`config.mk`:
```
export PLATFORM = sky130hd
export DESIGN_NAME = motor_drive_sequencer
export DESIGN_NICKNAME = d
export VERILOG_FILES = /design/src/rtl/motor_seq_pkg.sv /design/src/rtl/temp_guard.sv /design/src/rtl/motor_drive_sequencer.sv
export SDC_FILE = /design/constraint.sdc
export NUM_CORES = 1
export LEC_CHECK = 0
export ABC_AREA = 1
export ABC_CLOCK_PERIOD_IN_PS = 3500
export CORE_MARGIN = 5
export CORE_UTILIZATION = 58
export DETAILED_ROUTE_END_ITERATION = 12
export GPL_TIMING_DRIVEN = 0
export PLACE_DENSITY = 0.86
export SLEW_MARGIN = 10
export SYNTH_ARGS = -nofsm -noshare
export SYNTH_HDL_FRONTEND = slang
export SYNTH_HIERARCHICAL = 1
export SYNTH_SLANG_ARGS = --single-unit
```
`constraint.sdc`:
```
create_clock -name clk -period 3.5 [get_ports clk]
set_clock_uncertainty 0.1 [all_clocks]
set_input_delay 0.35 -clock clk [delete_from_list [all_inputs] [get_ports clk]]
set_output_delay 0.35 -clock clk [all_outputs]
set_load 0.05 [all_outputs]
```
`src/rtl/motor_seq_pkg.sv`:
```
// Shared types and default constants for the motor drive sequencer.
// State encoding is exposed on state_out for the debug LEDs.
package motor_seq_pkg;

   typedef enum logic [2:0] {
      ST_IDLE     = 3'd0,
      ST_RUN      = 3'd1,
      ST_DEADTIME = 3'd2,
      ST_BRAKE    = 3'd3,
      ST_HOLD     = 3'd4,
      ST_FAULT    = 3'd5
   } state_e;

   localparam int DEF_CMD_MAX          = 200;
   localparam int DEF_RAMP_STEP_CYCLES = 50000;
   localparam int DEF_DEADTIME_CYCLES  = 100000;
   localparam int DEF_BRAKE_CYCLES     = 200000;
   localparam int DEF_TEMP_W           = 13;
   localparam int DEF_TEMP_HI          = 1120;
   localparam int DEF_TEMP_LO          = 960;
   localparam int DEF_TEMP_TRIP        = 1360;

   // Derated duty limit is CMD_MAX shifted right by this amount.
   localparam int DERATE_SHIFT = 1;

   // Width of a counter running 0..n-1.
   function automatic int cnt_w(input int n);
      return (n < 2) ? 1 : $clog2(n);
   endfunction

endpackage

```
`src/rtl/temp_guard.sv`:
```
// Thermal guard: hysteretic derate flag and a same-cycle trip strobe,
// both evaluated only when a fresh signed temperature word is strobed in.
module temp_guard
   import motor_seq_pkg::*;
#(
   parameter int TEMP_W    = DEF_TEMP_W,
   parameter int TEMP_HI   = DEF_TEMP_HI,
   parameter int TEMP_LO   = DEF_TEMP_LO,
   parameter int TEMP_TRIP = DEF_TEMP_TRIP
) (
   input  logic              clk,
   input  logic              reset,
   input  logic [TEMP_W-1:0] temp_data,
   input  logic              temp_valid,
   output logic              derate,
   output logic              trip
);

   localparam logic signed [TEMP_W-1:0] HI_S   = TEMP_W'(TEMP_HI);
   localparam logic signed [TEMP_W-1:0] LO_S   = TEMP_W'(TEMP_LO);
   localparam logic signed [TEMP_W-1:0] TRIP_S = TEMP_W'(TEMP_TRIP);

   logic signed [TEMP_W-1:0] temp_s;
   logic                     derate_q, derate_d;

   always_comb begin
      temp_s   = temp_data;
      derate_d = derate_q;
      // Readings strictly between the thresholds keep the current state.
      if (temp_valid) begin
         if (temp_s >= HI_S)
            derate_d = 1'b1;
         else if (temp_s <= LO_S)
            derate_d = 1'b0;
      end
      trip = temp_valid && (temp_s >= TRIP_S);
   end

   always_ff @(posedge clk) begin
      if (reset)
         derate_q <= 1'b0;
      else
         derate_q <= derate_d;
   end

   assign derate = derate_q;

endmodule

```
`src/rtl/motor_drive_sequencer.sv`:
```
// Sequences duty/direction changes for both motor PWM generators: ramp,
// reversal dead-time, endstop brake and thermal derate/trip.
// Define MOTOR_SEQ_RAMP_EN for tick-paced ramping; otherwise duty follows target next cycle.
module motor_drive_sequencer
   import motor_seq_pkg::*;
#(
   parameter int CMD_MAX          = DEF_CMD_MAX,
   parameter int DUTY_W           = 8,
   parameter int RAMP_STEP_CYCLES = DEF_RAMP_STEP_CYCLES,
   parameter int DEADTIME_CYCLES  = DEF_DEADTIME_CYCLES,
   parameter int BRAKE_CYCLES     = DEF_BRAKE_CYCLES,
   parameter int TEMP_W           = DEF_TEMP_W,
   parameter int TEMP_HI          = DEF_TEMP_HI,
   parameter int TEMP_LO          = DEF_TEMP_LO,
   parameter int TEMP_TRIP        = DEF_TEMP_TRIP
) (
   input  logic              clk,
   input  logic              reset,
   input  logic              enable,
   input  logic [DUTY_W-1:0] cmd_duty,
   input  logic              cmd_dir,
   input  logic              reed_in,
   input  logic [TEMP_W-1:0] temp_data,
   input  logic              temp_valid,
   output logic [DUTY_W-1:0] duty_out,
   output logic              dir_out,
   output logic              brake_out,
   output logic              derate,
   output logic              fault,
   output logic [2:0]        state_out
);

   // One counter times dead-time, brake and ramp steps; those states never overlap.
   localparam int CNT_SPAN0 = (DEADTIME_CYCLES > BRAKE_CYCLES) ? DEADTIME_CYCLES : BRAKE_CYCLES;
   localparam int CNT_SPAN  = (RAMP_STEP_CYCLES > CNT_SPAN0) ? RAMP_STEP_CYCLES : CNT_SPAN0;
   localparam int CNT_W     = cnt_w(CNT_SPAN);

   localparam logic [DUTY_W-1:0] LIM_FULL   = DUTY_W'(CMD_MAX);
   localparam logic [DUTY_W-1:0] LIM_DER    = DUTY_W'(CMD_MAX >> DERATE_SHIFT);
   localparam logic [CNT_W-1:0]  DEAD_LAST  = CNT_W'(DEADTIME_CYCLES - 1);
   localparam logic [CNT_W-1:0]  BRAKE_LAST = CNT_W'(BRAKE_CYCLES - 1);
`ifdef MOTOR_SEQ_RAMP_EN
   localparam logic [CNT_W-1:0]  STEP_LAST  = CNT_W'(RAMP_STEP_CYCLES - 1);
   logic [DUTY_W-1:0] duty_step;
`endif

   state_e            state_q, state_d;
   logic [DUTY_W-1:0] duty_q, duty_d;
   logic              dir_q, dir_d;
   logic [CNT_W-1:0]  cnt_q, cnt_d;
   logic              reed_prev_q;
   logic              trip, reed_rise;
   logic [DUTY_W-1:0] lim, target, eff_target;

   temp_guard #(
      .TEMP_W    (TEMP_W),
      .TEMP_HI   (TEMP_HI),
      .TEMP_LO   (TEMP_LO),
      .TEMP_TRIP (TEMP_TRIP)
   ) u_temp_guard (
      .clk        (clk),
      .reset      (reset),
      .temp_data  (temp_data),
      .temp_valid (temp_valid),
      .derate     (derate),
      .trip       (trip)
   );

   always_comb begin
      lim        = derate ? LIM_DER : LIM_FULL;
      target     = (cmd_duty > lim) ? lim : cmd_duty;
      eff_target = (cmd_dir != dir_q) ? '0 : target;
      reed_rise  = reed_in & ~reed_prev_q;
`ifdef MOTOR_SEQ_RAMP_EN
      if (duty_q < eff_target)
         duty_step = duty_q + DUTY_W'(1);
      else if (duty_q > eff_target)
         duty_step = duty_q - DUTY_W'(1);
      else
         duty_step = duty_q;
`endif
   end

   always_comb begin
      state_d = state_q;
      duty_d  = duty_q;
      dir_d   = dir_q;
      cnt_d   = cnt_q;
      unique case (state_q)
         ST_IDLE: begin
            duty_d = '0;
            if (enable && (target != '0) && !reed_in) begin
               dir_d   = cmd_dir;
               cnt_d   = '0;
               state_d = ST_RUN;
            end
         end
         ST_RUN: begin
            if (reed_rise) begin
               duty_d  = '0;
               cnt_d   = '0;
               state_d = ST_BRAKE;
            end else if (!enable) begin
               duty_d  = '0;
               state_d = ST_IDLE;
            end else if ((duty_q == '0) && (cmd_dir != dir_q)) begin
               cnt_d   = '0;
               state_d = ST_DEADTIME;
            end else if ((duty_q == '0) && (target == '0)) begin
               state_d = ST_IDLE;
            end else begin
`ifdef MOTOR_SEQ_RAMP_EN
               // Over-limit duty after a derate also walks down here, one count per tick.
               if (cnt_q == STEP_LAST) begin
                  cnt_d  = '0;
                  duty_d = duty_step;
               end else begin
                  cnt_d = cnt_q + CNT_W'(1);
               end
`else
               duty_d = eff_target;
`endif
            end
         end
         ST_DEADTIME: begin
            duty_d = '0;
            if (reed_rise) begin
               cnt_d   = '0;
               state_d = ST_BRAKE;
            end else if (!enable) begin
               state_d = ST_IDLE;
            end else if (cnt_q == DEAD_LAST) begin
               dir_d   = cmd_dir;
               cnt_d   = '0;
               state_d = ST_RUN;
            end else begin
               cnt_d = cnt_q + CNT_W'(1);
            end
         end
         ST_BRAKE: begin
            duty_d = '0;
            if (cnt_q == BRAKE_LAST)
               state_d = ST_HOLD;
            else
               cnt_d = cnt_q + CNT_W'(1);
         end
         ST_HOLD: begin
            duty_d = '0;
            if ((cmd_duty == '0) && !reed_in)
               state_d = ST_IDLE;
         end
         ST_FAULT: begin
            duty_d = '0;
         end
         default: begin
            duty_d  = '0;
            state_d = ST_IDLE;
         end
      endcase
      if (trip) begin
         duty_d  = '0;
         state_d = ST_FAULT;
      end
   end

   always_ff @(posedge clk) begin
      if (reset) begin
         state_q     <= ST_IDLE;
         duty_q      <= '0;
         dir_q       <= 1'b1;
         cnt_q       <= '0;
         reed_prev_q <= 1'b0;
      end else begin
         state_q     <= state_d;
         duty_q      <= duty_d;
         dir_q       <= dir_d;
         cnt_q       <= cnt_d;
         reed_prev_q <= reed_in;
      end
   end

   assign duty_out  = duty_q;
   assign dir_out   = dir_q;
   assign brake_out = (state_q == ST_BRAKE) || (state_q == ST_FAULT);
   assign fault     = (state_q == ST_FAULT);
   assign state_out = state_q;

endmodule
```
==> out/metrics.yaml <==
clock_path_buffers: 2
p_seq_share_pct: 30.2
grt_max_degree: 11
critPathCaptureType: "output pin"
rsz0062_at_grt: "no"
setup_tns_ns: 0
p_per_area_mw_per_mm2: 474.2
p_leak_nw: 1.253
yosysTopAreaCell: "dfxtp_1"
final_net_count: 500
ys_dominant_reg_cell: "dfxtp_1"
port_buffers: 41
pwr-share-comb_pct: 50.0
p_sw_uw: 664.3
syn_area_mm2: 0.002516
p_clk_share_pct: 19.8
rows: 24
yosysSeqAreaShare_pct: 25.46
vias: 2896
cts_tree: "built"
routedWlPerCell_um: 13.16
start_util_pct: 58.60
gr-total-overflow: 0
clk-insertion-delay-late_ns: 0.28
clockRootBuffer: "clkbuf_8"
antenna_left: 0
clkSlewWorstSetupHoldPaths_ns: 0.06
status: "finished, final reports clean"
cts_htree_levels: 2
synth_nets: 452
area_growth_pct: 22.48
min_path_cells: 2
first_global_vias: 2650
ys_warn_count: 6
post_cts_buffers: 0
antenna_found_initial: 0
fin_util_pct: 71.77
cp.arrival_ns: 2.30
start_kind: "register"
core-area_mm2: 0.004294
r2r_cells: 15
fin_cells: 521
yosysMostFrequentCell: "nand2_1"
swShare_pct: 45.45
clock-sinks: 32
min_path_type: "reg -> reg"
dp_hpwl_mm: 5.366
hold_start: "cnt_q[17]"
rr_startpoint: "u_temp_guard/derate"
grt_pass1_wl_mm: 11.18
whs_endpoint: "cnt_q[17]"
dr.pass1.iters: 5
synthTopCellsByCount: "nand2_1 (116), nor2_1 (65), inv_1 (48), dfxtp_1 (32), nand3_1 (29)"
post-route-period-util_pct: 78.55
finalCriticalPeriod_ns: 2.749
cts_hold_buf: 0
whs_ns: 0.4179
regToRegSetupSlack_ns: 1.08
dieArea_mm2: 0.005756
synth_area_leaders: "dfxtp_1 (25%), nand2_1 (17%), nor2_1 (9.7%)"
die_w_um: 75.87
cts-resized-gates: 0
synth_top_cell_area_share_pct: 25.46
wl_mm: 6.857
hold_viol: 0
slew_headroom_pct: 64.54
crit_type: "reg -> out"
vias_per_cell: 5.559
final-setup-viol-count: 0
dr.first_iter.drc_count: 191
ir_worst_vdd_mv: 0.4429
internal_power_uw: 797.2
fmax_mhz: 363.8
gp_congestion: 1.004
ys_seq_elements: 32
grt_usage_pct: 25.06
synth_cells: 420
layout-drive-gt1-share_pct: 7.676
synth.avg_cell_area_um2: 5.991
num_io_pins: 42
r2r_end: "cnt_q[5]"
maxCapViolCount: 0
crit_fanout: 9
fillers: 395
tightestPinTransition_ns: 0.5319
dpl.cell_count: 513
slew_violations: 0
die_h_um: 75.87
synth.distinct_cells: 39
drc: 0
async_reset_ff_share_pct: 0
cp.required_ns: 3.05
synth_edf_count: 0
n_antenna_cell: 0
cts_made_buffers: 5
## registers in the layout, indices dropped and copies added, names as in the netlist
name                 cells
cnt_q                   18
duty_out                 8
state_out                3
dir_out                  1
reed_prev_q              1
u_temp_guard/derate      1
## cells in the final DEF, fill, tap and decap left out, types with 6 or more instances in the layout
master           netlist  routed
dfxtp_1               32      32
clkdlybuf4s50_1        0      41
inv_1                 48      48
nand3_1               29      29
nand4_1               11      11
a21oi_1               23      23
nand2_1              116     116
nor3_1                11      11
inv_2                  9       9
o21ai_0               12      12
a211oi_1               9       9
xor2_1                10      10
clkbuf_8               0       6
nor2_1                65      65
## logic make-up after synthesis
group	count (synthesis)	synth area share, %
XOR/XNOR	12	4.475
flip-flops	32	25.46
buffers and inverters	67	11.09
AND/OR/NAND/NOR	249	43.26
AO/OA/AOI/OAI	55	13.23
adder cells (fa/ha/maj)	5	2.486
## metal layers
layer	routed length [um]	track usage [%]	share of wire, %
met1	2943	32.03	43
met2	3205	41.06	47
met3	539	4.354	7.9
met4	169	11.07	2.5
met5	0	0	0
## area by class of cell
class | instances | area [um^2] | share of cell area, %
plain buffers | 8 | 55.05 | 1.786
clock buffers | 8 | 90.09 | 2.923
inverters | 59 | 224.0 | 7.268
multi-input cells | 321 | 1597 | 51.81
flip-flops and latches | 32 | 640.6 | 20.79
well taps | 52 | 65.06 | 2.111
repair buffers | 41 | 410.4 | 13.32
## power groups by stage
| stage | sequential (mW) | combinational, mW | clock [mW] |
|---|---|---|---|
| finish | 0.442 | 0.730 | 0.290 |
| global route | 0.446 | 0.792 | 0.308 |
| CTS | 0.440 | 0.725 | 0.292 |
| detailed placement | 0.448 | 0.722 | 0 |
| global placement | 0.447 | 0.707 | 0 |
| floorplan | 0.511 | 0.447 | 0 |
## worst max path at each step
stage | startpoint | to | slack, ns
floorplan | u_temp_guard/derate | cnt_q[1] | 1.13
global placement | cmd_duty[5] | cnt_q[1] | 0.89
detailed placement | cmd_duty[5] | cnt_q[7] | 0.85
CTS | state_out[0] | brake_out | 0.78
global route | state_out[0] | brake_out | 0.66
finish | state_out[0] | brake_out | 0.75
## stage by stage
step	worst slack, ns	instance area, um^2	power [mW]
after floorplan	1.129	2516	0.9575
after global placement	0.8903	2992	1.154
after detailed placement	0.8534	2992	1.170
after CTS	0.7791	3082	1.457
after global routing	0.6578	3082	1.546
final	0.7509	3082	1.461
## worst max-delay path, stage by stage, from the launching register on
cell	delay, ns
dfxtp_1	0.52
inv_2	0.20
nor2_4	0.21
inv_1	0.17
nand2_1	0.10
clkdlybuf4s50_1	0.81
Note: power is estimated with default switching activity, not from simulation.
